$ cat config.mk
export PLATFORM = sky130hd
export DESIGN_NAME = jtag_scan_seq
export DESIGN_NICKNAME = d
export VERILOG_FILES = /design/src/rtl/dm_pkg.sv /design/src/rtl/jtag_scan_seq.sv
export SDC_FILE = /design/constraint.sdc
export NUM_CORES = 1
export LEC_CHECK = 0
export CAP_MARGIN = 15
export CORE_MARGIN = 10
export CORE_UTILIZATION = 35
export DETAILED_ROUTE_END_ITERATION = 10
export DONT_BUFFER_PORTS = 1
export PLACE_DENSITY_LB_ADDON = 0.08
export SYNTH_ARGS = -nofsm -noshare
export SYNTH_HDL_FRONTEND = slang
export SYNTH_SLANG_ARGS = --single-unit
export TNS_END_PERCENT = 100
$ cat constraint.sdc
create_clock -name clk -period 4.5 [get_ports clk]
set_input_delay 0.9 -clock clk [delete_from_list [all_inputs] [get_ports clk]]
set_output_delay 0.9 -clock clk [all_outputs]
set_load 0.05 [all_outputs]
$ cat src/rtl/dm_pkg.sv
`default_nettype none
// ============================================================================
// Module   : dm_pkg
// Brief    : Shared types and constants for the debug-module JTAG host side.
// Revision : 1.0 - initial release
// ============================================================================
package dm_pkg;

    localparam int DMI_WIDTH      = 41;
    localparam int TLR_CYCLES_DEF = 5;

    // Sequencer states; each one mirrors the TAP state the TAP is in that cycle.
    typedef enum logic [3:0] {
        TLR     = 4'd0,
        IDLE    = 4'd1,
        START   = 4'd2,
        SEL_DR  = 4'd3,
        SEL_IR  = 4'd4,
        CAPTURE = 4'd5,
        SHIFT   = 4'd6,
        EXIT1   = 4'd7,
        UPDATE  = 4'd8
    } seq_state_t;

endpackage
`default_nettype wire

$ cat src/rtl/jtag_scan_seq.sv
`default_nettype none
// ============================================================================
// Module   : jtag_scan_seq
// Brief    : Host-side IR/DR scan sequencer driving tms/tdi into a JTAG TAP.
// Revision : 1.0 - initial release
// ============================================================================
module jtag_scan_seq
    import dm_pkg::*;
#(
    parameter int MAXLEN     = DMI_WIDTH,
    parameter int TLR_CYCLES = TLR_CYCLES_DEF
) (
    input  logic                           clk,
    input  logic                           reset,
    input  logic                           req_valid,
    output logic                           req_ready,
    input  logic                           req_ir,
    input  logic [$clog2(MAXLEN+1)-1:0]    req_len,
    input  logic [MAXLEN-1:0]              req_data,
    input  logic                           tlr_req,
    output logic                           rsp_valid,
    output logic [MAXLEN-1:0]              rsp_data,
    output logic                           tms,
    output logic                           tdi,
    input  logic                           tdo
);

    localparam int                 c_len_w    = $clog2(MAXLEN + 1);
    localparam logic [c_len_w-1:0] c_one      = c_len_w'(1);
    localparam logic [c_len_w-1:0] c_max_len  = c_len_w'(MAXLEN);
    localparam logic [c_len_w-1:0] c_tlr_last = c_len_w'(TLR_CYCLES - 1);

    seq_state_t          r_state;
    seq_state_t          w_next;
    logic [c_len_w-1:0]  r_cnt;
    logic [c_len_w-1:0]  r_len;
    logic                r_ir;
    logic [MAXLEN-1:0]   r_data;
    logic [MAXLEN-1:0]   r_rsp;
    logic [c_len_w-1:0]  w_len_eff;
    logic [MAXLEN-1:0]   w_keep;
    logic                w_accept;
    logic                w_last;

    assign w_accept = (r_state == IDLE) && req_valid;
    assign w_last   = (r_cnt == r_len - c_one);
    assign rsp_data = r_rsp;

    // Zero-length requests still shift one bit; oversize ones are clamped.
    always_comb begin
        w_len_eff = req_len;
        if (req_len == '0) begin
            w_len_eff = c_one;
        end else if (req_len > c_max_len) begin
            w_len_eff = c_max_len;
        end
        for (int i = 0; i < MAXLEN; i++) begin
            w_keep[i] = (i < int'(w_len_eff));
        end
    end

    always_ff @(posedge clk or posedge reset) begin
        if (reset) begin
            r_state <= TLR;
        end else begin
            r_state <= w_next;
        end
    end

    always_comb begin
        w_next    = r_state;
        tms       = 1'b0;
        tdi       = 1'b0;
        req_ready = 1'b0;
        rsp_valid = 1'b0;
        case (r_state)
            TLR: begin
                tms = 1'b1;
                if (r_cnt == c_tlr_last) w_next = IDLE;
            end
            IDLE: begin
                req_ready = 1'b1;
                if (w_accept)     w_next = START;
                else if (tlr_req) w_next = TLR;
            end
            START: begin
                tms    = 1'b1;
                w_next = SEL_DR;
            end
            SEL_DR: begin
                tms    = r_ir;
                w_next = r_ir ? SEL_IR : CAPTURE;
            end
            SEL_IR:  w_next = CAPTURE;
            CAPTURE: w_next = SHIFT;
            SHIFT: begin
                tdi = r_data[r_cnt];
                tms = w_last;
                if (w_last) w_next = EXIT1;
            end
            EXIT1: begin
                tms    = 1'b1;
                w_next = UPDATE;
            end
            UPDATE: begin
                rsp_valid = 1'b1;
                w_next    = IDLE;
            end
            default: begin
                tms    = 1'b1;
                w_next = TLR;
            end
        endcase
    end

    // r_cnt doubles as the TLR dwell counter and the shift bit index.
    always_ff @(posedge clk or posedge reset) begin
        if (reset) begin
            r_cnt  <= '0;
            r_len  <= '0;
            r_ir   <= 1'b0;
            r_data <= '0;
            r_rsp  <= '0;
        end else begin
            case (r_state)
                TLR: r_cnt <= (r_cnt == c_tlr_last) ? '0 : r_cnt + c_one;
                IDLE: begin
                    r_cnt <= '0;
                    if (w_accept) begin
                        r_ir   <= req_ir;
                        r_len  <= w_len_eff;
                        r_data <= req_data;
                        r_rsp  <= r_rsp & w_keep;
                    end
                end
                CAPTURE: r_cnt <= '0;
                SHIFT: begin
                    r_rsp[r_cnt] <= tdo;
                    r_cnt        <= r_cnt + c_one;
                end
                default: ;
            endcase
        end
    end

endmodule
`default_nettype wire

# Word level (Yosys, flattened, before mapping)
# Cells that the tools add are included.
dict set report word_totals {
  regBits 99
  latch_bits 0
  ramBits 0
  rom_bits 0
  in_bits 53
  output_inout_bits 45
  word_cells 99
  mem_count 0
}
dict set report classes {
  n_addsub 2
  multipliers 0
  div 0
  n_lt_le_gt_ge 44
  eq_ne 14
  n_shift 0
  mux 21
  bitwise_logic 1
  reduce_logical 11
}
# operator n
set op_table {}
lappend op_table {{$lt A5 B6 Y1 const A} 16}
lappend op_table {{$pmux W41 S2} 1}
lappend op_table {{$lt A6 B6 Y1 const A} 9}
lappend op_table {{$lt A4 B6 Y1 const A} 8}
lappend op_table {{$and A41 B41 Y41} 1}
lappend op_table {{$bwmux W41} 1}
lappend op_table {{$mux W41} 1}
lappend op_table {{$pmux W4 S9} 1}
lappend op_table {{$lt A3 B6 Y1 const A} 4}
lappend op_table {{$mux W6} 3}
lappend op_table {{$pmux W6 S3} 1}
lappend op_table {{$eq A4 B3 Y1 const B} 4}
lappend op_table {{$mux W4} 4}
lappend op_table {{$lt A1 B6 Y1 const A} 2}
lappend op_table {{$lt A2 B6 Y1 const A} 2}
lappend op_table {{$eq A4 B2 Y1 const B} 2}
lappend op_table {{$lt A6 B7 Y1 const B} 1}
lappend op_table {{$add A6 B1 Y6 const B} 1}
lappend op_table {{$bmux W1 S6} 1}
lappend op_table {{$demux W1 S6} 1}
lappend op_table {{$eq A6 B3 Y1 const B} 1}
lappend op_table {{$eq A6 B6 Y1} 1}
lappend op_table {{$ge A6 B1 Y1 const B} 1}
lappend op_table {{$gt A6 B6 Y1 const B} 1}
lappend op_table {{16 further kinds} 25}

# Logic depth before layout (Yosys ltp)
# Gate-level depths: netlist of the first run.
dict set report depth {
  word_depth 7
  mapped_depth 9
  depth_no_buf 7
}

# Least setup slack after synthesis of the first run
# Ideal clock, no wire load.
dict set report synth_path {
  path_type {register -> output}
  startpoint {register r_state[3]}
  endpoint {output port tms}
  arrival_time_ps 3023
  required_ps 3600
  setup_slack_ps 577
  stages_incl_launch_ff 5
  path_buffers 1
  path_cell_list {dfrtp_1 > clkbuf_1 > inv_1 > nor4_1 > a31oi_1}
}
dict set report synth_via {
  elab_chain_cells 3
  elab_cells_between_ends 8
  classes_between {eq/ne: 6; mux: 1; reduce/logical: 1}
}
# element line_no
set synth_lines {}
lappend synth_lines {{from (decl)} jtag_scan_seq.sv:33} ;# seq_state_t r_state;
lappend synth_lines {{from (signal assigned)} jtag_scan_seq.sv:66} ;# r_state <= w_next;
lappend synth_lines {{$eq A4 B1 Y1 (tied with other cells)} jtag_scan_seq.sv:76} ;# case (r_state)
lappend synth_lines {{$reduce_or A4 Y1 (no source line)} -}
lappend synth_lines {{$pmux W1 S3 *} jtag_scan_seq.sv:76}
lappend synth_lines {{to (decl)} jtag_scan_seq.sv:23} ;# output logic tms,
# Every way passes the cells marked *; elsewhere a longest branch is shown, timed or not.

# Worst setup path after layout of the first run
dict set report layout_path {
  startpoint {register r_cnt[2]}
  endpoint {output port tdi}
}
dict set report layout_via {
  elab_chain_cells 3
}
# element line_no
set layout_lines {}
lappend layout_lines {{from (decl)} jtag_scan_seq.sv:35} ;# logic [c_len_w-1:0] r_cnt;
lappend layout_lines {{from (signal assigned)} jtag_scan_seq.sv:126} ;# TLR: r_cnt <= (r_cnt == c_tlr_last) ? '0 : r_cnt + c_one;
lappend layout_lines {{from (signal assigned)} jtag_scan_seq.sv:139} ;# r_cnt <= r_cnt + c_one;
lappend layout_lines {{$bmux W1 S6} jtag_scan_seq.sv:97} ;# tdi = r_data[r_cnt];
lappend layout_lines {{$mux W1 (not written as such)} jtag_scan_seq.sv:97}
lappend layout_lines {{$mux W1} jtag_scan_seq.sv:76}
lappend layout_lines {{to (decl)} jtag_scan_seq.sv:24} ;# output logic tdi,
# No other way between the ends. The select of a mux whose other input is x is not followed.

==> flow_metrics.tcl, run 1 <==
set metrics [dict create \
    worst_pin_slew_ns 1.08 \
    startpoint "r_cnt[2]" \
    yosys.area.top_type_share_pct 45.7 \
    dp.cells 787 \
    cts_hold_buf 0 \
    post_cts_buffers 0 \
    seq_area_um2 2480 \
    setup_violations 0 \
    synth.most_common_cell "nand2_1" \
    die_w_um 144 \
    synth_ff_type "dfrtp_1" \
    clk_pin_slew_worst_paths_ns 0.07 \
    seq_area_frac_synth_pct 45.7 \
    ant_nets 0 \
    report.power.total_mw 3.95 \
    drv_slew 0 \
    fill_cells 1580 \
    wirelength_um 18100 \
    grt_pass1_wl_um 28700 \
    synth.distinct_cells 64 \
    cts_sinks 99 \
    wl_per_cell_um 22.5 \
    finalHoldViolations 0 \
    core-area_um2 15200 \
    period_share_pct 80.7 \
    period_needed_ns 3.63 \
    status "completed" \
    multi_input_area_um2 2680 \
    comb_power_share_pct 31.8 \
    vdd_ir_drop_max_mv 0.252 \
    remaining_drc_errors 0 \
    dr.first_iter.drc_count 439 \
    rows 45 \
    synthTopCellsByArea "dfrtp_1 46%, nand2_1 12%, o21ai_0 4.3%" \
    p_per_area_nw_per_um2 675 \
    synth_top_cell_by_area "dfrtp_1" \
    die_h_um 144 \
    synth_area_um2 5420 \
    p_leak_nw 2.55 \
    worstSetupEndpointType "output pin" \
    rsz0062_at_grt "no" \
    clockBufferDepth 2 \
    vias 4676 \
    cts_root_buffer "clkbuf_16" \
    portBuffers 0 \
    ys_seq_elements 99 \
    layout-drive-gt1-share_pct 8.10 \
    hold_class "input port to asynchronous set/reset pin" \
    place_hpwl_um 12900 \
    worstPathArrival_ns 2.73 \
    start_kind "flip-flop" \
    fin_nets 668 \
    path_max_fanout 31 \
    dieArea_um2 20800 \
    start_util_pct 35.6 \
    place.gp.congestion 0.822 \
    p_int_mw 2.15 \
    synth_warnings 0 \
    cts_resized 0 \
    firstDrtPassIters 5 \
    ys_top_cells_by_count "176 x nand2_1, 99 x dfrtp_1, 47 x o21ai_0" \
    worstReg2RegStart "r_state[1]" \
    overflow 0 \
    setup_tns_ns 0 \
    synth_edf_count 0 \
    switchingPower_mw 1.80 \
    clock_latency_ns 0.36 \
    postSynth.asyncResetShare_pct 100 \
    grt_max_degree 83 \
    cp.required_ns 3.60 \
    antenna_cells 0 \
    cts_buffers 9 \
    cts_htree_levels 3 \
    grt_pass1_vias 4737 \
    cap_viol_max_count 0 \
    fin_cells 805 \
    syn_avg_cell_area_um2 8.47 \
    grtUsageTotal_pct 18.0 \
    syn_to_final_growth_pct 8.09 \
    worstSetupPathType "flip-flop to output pin" \
    syn-instance-count 639 \
    seq_power_share_pct 48.1 \
    via_per_inst 5.81 \
    cts_tree "done" \
    swShare_pct 45.6 \
    syn-num-nets 695 \
    p_clk_share_pct 20.1 \
    final.setup_skew_ns 0.00990 \
    max-slew-margin-rel_pct 27.3 \
    fmax_mhz 275 \
    antenna_found_initial 0 \
    ios 98 \
]
## per-stage QoR
| stage | area [µm²] | utilization (%) | setup slack, ns | hold slack [ns] |
|---|---|---|---|---|
| 2_1_floorplan | 5420 | - | 0.577 | 0.438 |
| 3_3_place_gp | 5510 | 36.2 | 1.32 | 0.461 |
| 3_5_place_dp | 5510 | 36.2 | 1.29 | 0.461 |
| 4_1_cts | 5810 | 38.2 | 0.900 | 0.478 |
| 5_1_grt | 5850 | 38.5 | 0.687 | 0.411 |
| 6_report | 5850 | 38.5 | 0.868 | 0.386 |
## worst max-delay path: stages (launching register included)
cell	delay, ns
dfrtp_1	1.00
nor2b_1	0.42
a221oi_1	0.16
nor3_1	0.18
nor3_1	0.08
a31oi_1	0.27
buf_4	0.26
## metal layers
| metal | up-vias | global-route usage [%] | routed length (µm) |
|---|---|---|---|
| met1 | 2307 | 24.8 | 8310 |
| met4 | 0 | 5.74 | 381 |
| li1 | 2183 | - | - |
| met5 | - | 0 | 0 |
| met2 | 160 | 27.0 | 8180 |
| met3 | 26 | 4.39 | 1290 |
## kinds of logic after synthesis
kind of cell    synth area share (%)
simple gates                    23.3
compound gates                  20.1
flops                           45.7
buf+inv                         5.20
mux                             3.67
xor+xnor                        1.29
fa+ha+maj                      0.693
## sequential cells by signal (all words and copies together), names as in the netlist
register  flops
r_data       41
r_ir          1
r_len         6
r_cnt         6
rsp_data     41
r_state       4
## final cells by class
type,count,area share [%]
multi-input cells,477,45.8
well taps,188,4.02
inverters,15,1.00
flip-flops and latches,99,42.3
repair buffers,10,1.84
clock buffers,11,4.15
clock inverters,5,0.898
## final timing paths
kind,to,slack (ns),depth (start not counted)
max,tdi,0.87,6
min,r_cnt[4],0.39,1
max reg2reg,rsp_data[26],1.72,6
min reg2reg,r_data[28],0.47,2
max in group asynchronous,r_data[38],3.19,3
min in group clk,r_data[28],0.47,2
## power by group through the flow
stage | sequential, mW | clock, mW | combinational (mW)
after global placement | 1.93 | 0 | 1.22
after detailed placement | 1.93 | 0 | 1.25
after CTS | 1.91 | 0.815 | 1.25
after floorplan | 1.71 | 0 | 1.09
final | 1.90 | 0.796 | 1.26
after global routing | 1.97 | 0.853 | 1.43
## placed cells by master, fill, tap and decap left out, types with 3 or more instances in the layout
master	netlist	final
a21o_1	4	4
nand2b_1	4	4
and3_1	5	5
clkinv_2	0	3
buf_4	2	8
xnor2_1	4	4
o31ai_1	9	9
nor3_1	15	15
o221ai_1	5	5
o21ai_0	47	47
o21a_1	4	4
o22ai_1	8	8
dfrtp_1	99	99
inv_1	13	12
or3_1	7	7
nand2_1	176	175
nor3b_1	8	8
a32o_1	3	3
and2_1	3	3
nand4_1	4	4
mux4_2	6	6
a22o_1	4	4
a21boi_0	4	4
a31oi_1	4	4
o21ai_1	13	13
clkbuf_16	0	9
o211ai_1	3	3
nor2_1	22	21
mux2_2	3	3
a21oi_1	45	45
nor2b_1	7	7
nand3_1	14	14
ha_1	3	3
a211oi_1	4	4
mux2i_1	3	3
xor2_1	4	4
Note: power is estimated with default switching activity, not from simulation.
==> run 2, diff against run 1 <==
--- a/config.mk
+++ b/config.mk
@@ -5,6 +5,7 @@
 export SDC_FILE = /design/constraint.sdc
 export NUM_CORES = 1
 export LEC_CHECK = 0
+export ABC_AREA = 1
 export CAP_MARGIN = 15
 export CORE_MARGIN = 10
 export CORE_UTILIZATION = 35
==> constraint.sdc (replaced) <==
create_clock -name clk -period 3.3 [get_ports clk]
set_input_delay 0.66 -clock clk [delete_from_list [all_inputs] [get_ports clk]]
set_output_delay 0.66 -clock clk [all_outputs]
set_load 0.05 [all_outputs]
==> flow_metrics.tcl, run 2 <==
set metrics [dict create \
    dr.first_iter.drc_count 444 \
    ant_nets 0 \
    period_needed_ns 2.85 \
    synth.most_common_cell "nand2_1" \
    cts_hold_buf 0 \
    p_leak_nw 3.20 \
    portBuffers 0 \
    ios 98 \
    setup_violations 0 \
    synthAdderAreaFrac_pct 0.642 \
    crit_family "simple AND/OR/NAND/NOR gates" \
    wirelength_um 18700 \
    syn-instance-count 842 \
    grtUsageTotal_pct 17.0 \
    die_w_um 149 \
    worstPathArrival_ns 2.19 \
    postSynth.asyncResetShare_pct 100 \
    rr_endpoint "rsp_data[21]" \
    grt_max_degree 57 \
    firstDrtPassIters 5 \
    r2r_slack_ns 0.84 \
    final_core_util_pct 38.7 \
    dp_slack_ns 0.842 \
    hold-worst-slack_ns 0.293 \
    synth_ff_type "dfrtp_1" \
    layout-drive-gt1-share_pct 9.05 \
    synth.distinct_cells 41 \
    cp.required_ns 2.64 \
    grt_pass1_vias 5292 \
    finalHoldViolations 0 \
    synth_top_family_by_area "simple AND/OR/NAND/NOR gates" \
    postPlaceCellArea_um2 6030 \
    worstReg2RegStart "r_state[3]" \
    crit_path_top_delay_cell "dfrtp_1" \
    post_cts_buffers 0 \
    fmax_mhz 351 \
    core-area_um2 16500 \
    cts_tree "done" \
    drv_slew 0 \
    cts_root_buffer "clkbuf_16" \
    worst_pin_slew_ns 0.733 \
    report.power.total_mw 2.70 \
    clockBufferDepth 2 \
    setup_slack_ns 0.455 \
    cts_buffers 9 \
    worstPathBufferInverterCount 2 \
    slowest_delay_ns 0.39 \
    rows 47 \
    crit_chain "inv_2, nand3_2, nor2_1, nand2_1, a21boi_0, a21oi_1, buf_4" \
    ys_top_cells_by_count "367 x nand2_1, 99 x dfrtp_1, 67 x nor2_1, 67 x o21ai_0, 56 x inv_1" \
    cts_sinks 99 \
    final.setup_skew_ns 0.00729 \
    fin_area_um2 6380 \
    place.gp.congestion 0.901 \
    syn_avg_cell_area_um2 6.94 \
    dp.cells 1044 \
    vdd_ir_drop_max_mv 0.221 \
    antenna_cells 0 \
    wl_per_cell_um 17.6 \
    clk_pin_slew_worst_paths_ns 0.07 \
    die_h_um 149 \
    yosys.area.top_type_share_pct 42.4 \
    p_per_area_nw_per_um2 424 \
    syn_to_final_growth_pct 9.07 \
    worstSetupEndpointType "output pin" \
    remaining_drc_errors 0 \
    place_hpwl_um 13800 \
    layout_common_cells "367 x nand2_1, 99 x dfrtp_1, 67 x nor2_1" \
    syn-num-nets 898 \
    clock_latency_ns 0.36 \
    synth_warnings 0 \
    hold_class "input port to asynchronous set/reset pin" \
    ys_seq_elements 99 \
    seq_area_frac_synth_pct 42.4 \
    ff2ff_path_depth 11 \
    synthSimpleGateAreaFrac_pct 36.6 \
    layout_commonest_cell "nand2_1" \
    fin_cells 1060 \
    synthTopCellsByArea "dfrtp_1 42%, nand2_1 24%, o21ai_0 5.7%" \
    antenna_found_initial 0 \
    synthXorXnorAreaFrac_pct 0.599 \
    synth_top_cell_by_area "dfrtp_1" \
    via_per_inst 5.05 \
    start_kind "flip-flop" \
    cts_resized 0 \
    setup_tns_ns 0 \
    synth_area_um2 5850 \
    synth_edf_count 0 \
    path_max_fanout 10 \
    fin_nets 891 \
    synth_compound_area_share_pct 11.4 \
    vias 5349 \
    dieArea_um2 22300 \
    cap_viol_max_count 0 \
    rsz0062_at_grt "no" \
    max-slew-margin-rel_pct 51.2 \
    start_util_pct 35.5 \
    period_share_pct 86.2 \
    worstSetupPathType "flip-flop to output pin" \
    status "completed" \
    grt_pass1_wl_um 29800 \
    synthMuxAreaShare_pct 0 \
    cts_htree_levels 3 \
    overflow 0 \
]
## run 2: report_power, final
part	leakage (nW)	internal, mW	switching [mW]
clock	0.167	0.748	0.504
sequential	1.23	1.24	0.117
combinational	1.81	0.0237	0.0748
## run 2: layout make-up
| type | instances | area, µm² |
|---|---|---|
| clock inverters | 7 | 124 |
| clock buffers | 9 | 225 |
| well taps | 220 | 275 |
| multi-input cells | 638 | 2880 |
| flip-flops and latches | 99 | 2480 |
| fillers | 1785 | 10100 |
| inverters | 70 | 269 |
| repair buffers | 17 | 128 |
## run 2: worst register-to-register path, delay by kind of cell, from the launching register on
| kind | cells | cell delay, ns |
|---|---|---|
| AO/OA/AOI/OAI | 2 | 0.24 |
| buffers and inverters | 3 | 0.45 |
| flip-flops | 1 | 0.42 |
| AND/OR/NAND/NOR | 6 | 1.23 |
## run 2: cells by family (layout without fill, tap and decap cells)
kind of cell    count (synthesis)  after routing
compound gates                121            121
buf+inv                       105            103
fa+ha+maj                       3              3
xor+xnor                        4              4
simple gates                  510            510
flops                          99             99
## run 2: per-layer routing
layer | vias up | part of all wire (%) | GRT usage, %
li1 | 2655 | - | -
met1 | 2497 | 44 | 21.8
met2 | 170 | 47 | 27.2
met3 | 27 | 7.0 | 4.49
met4 | 0 | 2.2 | 5.89
met5 | - | 0 | 0
## run 2: how the worst max path moves through the flow
stage / start / end / cells after the start
6_report: r_cnt[0] / tdi / 7
3_3_place_gp: r_cnt[0] / tdi / 7
3_5_place_dp: r_cnt[0] / tdi / 7
2_1_floorplan: reset / r_cnt[0] / 1
4_1_cts: r_cnt[0] / tdi / 7
5_1_grt: r_cnt[0] / tdi / 7
==> run 3, diff against run 2 <==
--- a/config.mk
+++ b/config.mk
@@ -7,11 +7,13 @@
 export LEC_CHECK = 0
 export ABC_AREA = 1
 export CAP_MARGIN = 15
+export CORE_ASPECT_RATIO = 1.2
 export CORE_MARGIN = 10
 export CORE_UTILIZATION = 35
 export DETAILED_ROUTE_END_ITERATION = 10
 export DONT_BUFFER_PORTS = 1
 export PLACE_DENSITY_LB_ADDON = 0.08
+export SLEW_MARGIN = 10
 export SYNTH_ARGS = -nofsm -noshare
 export SYNTH_HDL_FRONTEND = slang
 export SYNTH_SLANG_ARGS = --single-unit
==> flow_metrics.tcl, run 3 (synthesized netlist as in run 2, its figures left out) <==
set metrics [dict create \
    drv_slew 0 \
    syn_to_final_growth_pct 7.25 \
    fill_cells 1772 \
    status "completed" \
    clockBufferDepth 2 \
    finalHoldViolations 0 \
    vdd_ir_drop_max_mv 0.213 \
    core-area_um2 16300 \
    rows 51 \
    cts_resized 0 \
    place_hpwl_um 13600 \
    die_h_um 162 \
    max-slew-margin-rel_pct 33.5 \
    remaining_drc_errors 0 \
    hold_class "input port to flip-flop" \
    clock_latency_ns 0.36 \
    cts_buffers 9 \
    cts_hold_buf 0 \
    wl_per_cell_um 17.4 \
    p_per_area_nw_per_um2 396 \
    cts_htree_levels 3 \
    antenna_cells 0 \
    vias 5290 \
    dr.first_iter.drc_count 385 \
    place.gp.congestion 0.920 \
    worstSetupPathType "flip-flop to output pin" \
    grt_pass1_wl_um 29000 \
    top_layer "met4" \
    setup_violations 0 \
    period_share_pct 89.5 \
    cts_root_buffer "clkbuf_16" \
    ff2ff_path_depth 10 \
    clk_pin_slew_worst_paths_ns 0.08 \
    final.setup_skew_ns 0.0120 \
    post_cts_buffers 0 \
    wl_met3_um 1260 \
    overflow 0 \
    start_kind "flip-flop" \
    setup_tns_ns 0 \
    firstDrtPassIters 5 \
    via_per_inst 5.05 \
    fin_nets 887 \
    cts_tree "done" \
    cp.required_ns 2.64 \
    worst_pin_slew_ns 0.997 \
    ant_nets 0 \
    wl_met1_um 7910 \
    postPlaceCellArea_um2 5990 \
    layout_common_cells "367 x nand2_1, 99 x dfrtp_1, 67 x nor2_1" \
    path_max_fanout 12 \
    portBuffers 0 \
    fin_area_um2 6270 \
    grt_pass1_vias 5286 \
    dieArea_um2 22300 \
    worstPathArrival_ns 2.29 \
    fmax_mhz 339 \
    grt_max_degree 76 \
    layout-drive-gt1-share_pct 8.61 \
    cap_viol_max_count 0 \
    ios 98 \
    start_util_pct 35.8 \
    grtUsageTotal_pct 16.6 \
    antenna_found_initial 0 \
    die_w_um 138 \
    layout_commonest_cell "nand2_1" \
    period_needed_ns 2.95 \
    wl_met2_um 8660 \
    rsz0062_at_grt "no" \
    p_leak_nw 3.14 \
    worstSetupEndpointType "output pin" \
    cts_sinks 99 \
    wirelength_um 18300 \
    min_delay_path_depth 2 \
]
[run 3: path summary, 6_finish.rpt]
path | start | end | slack [ns]
max | r_cnt[2] | tdi | 0.35
min | req_data[34] | r_data[34] | 0.40
max reg2reg | r_state[3] | rsp_data[5] | 0.83
min reg2reg | r_ir | r_ir | 0.48
max in group asynchronous | reset | r_data[27] | 2.11
min in group asynchronous | reset | r_data[2] | 0.41
[run 3: area by class of cell]
type | count | area (µm²) | area share (%)
repair buffers | 13 | 97.6 | 1.56
flip-flops and latches | 99 | 2480 | 39.5
clock inverters | 6 | 50.0 | 0.798
clock buffers | 10 | 229 | 3.65
multi-input cells | 638 | 2880 | 45.9
well taps | 212 | 265 | 4.23
inverters | 70 | 273 | 4.35
[run 3: power breakdown]
part / leakage, nW / total (mW) / internal [mW] / switching (mW)
clock: 0.130 / 1.03 / 0.521 / 0.514
combinational: 1.78 / 0.0977 / 0.0237 / 0.0740
sequential: 1.23 / 1.35 / 1.24 / 0.116
[run 3: metal layers]
metal | vias up | global-route usage, %
li1 | 2648 | -
met1 | 2475 | 20.8
met2 | 147 | 26.6
met3 | 20 | 4.07
met4 | 0 | 6.89
met5 | - | 0
[run 3: critical path, cell delays in order (launching register included)]
cell and delay (ns):
dfrtp_1 0.54, clkinvlp_4 0.29, nand3_2 0.20, nor2_1 0.25, nand2_1 0.07, a21boi_0 0.12, a21oi_1 0.22, buf_4 0.25
[run 3: per-stage QoR]
step | hold slack, ns | total power [mW] | worst slack [ns] | std cells | util [%]
2_1_floorplan | 0.442 | 1.44 | 0.0496 | 842 | -
3_3_place_gp | 0.466 | 1.48 | 0.653 | 1032 | 36.7
3_5_place_dp | 0.466 | 1.48 | 0.569 | 1032 | 36.7
4_1_cts | 0.388 | 2.52 | 0.166 | 1048 | 38.4
5_1_grt | 0.399 | 2.60 | 0.0918 | 1048 | 38.4
6_report | 0.403 | 2.48 | 0.348 | 1048 | 38.4
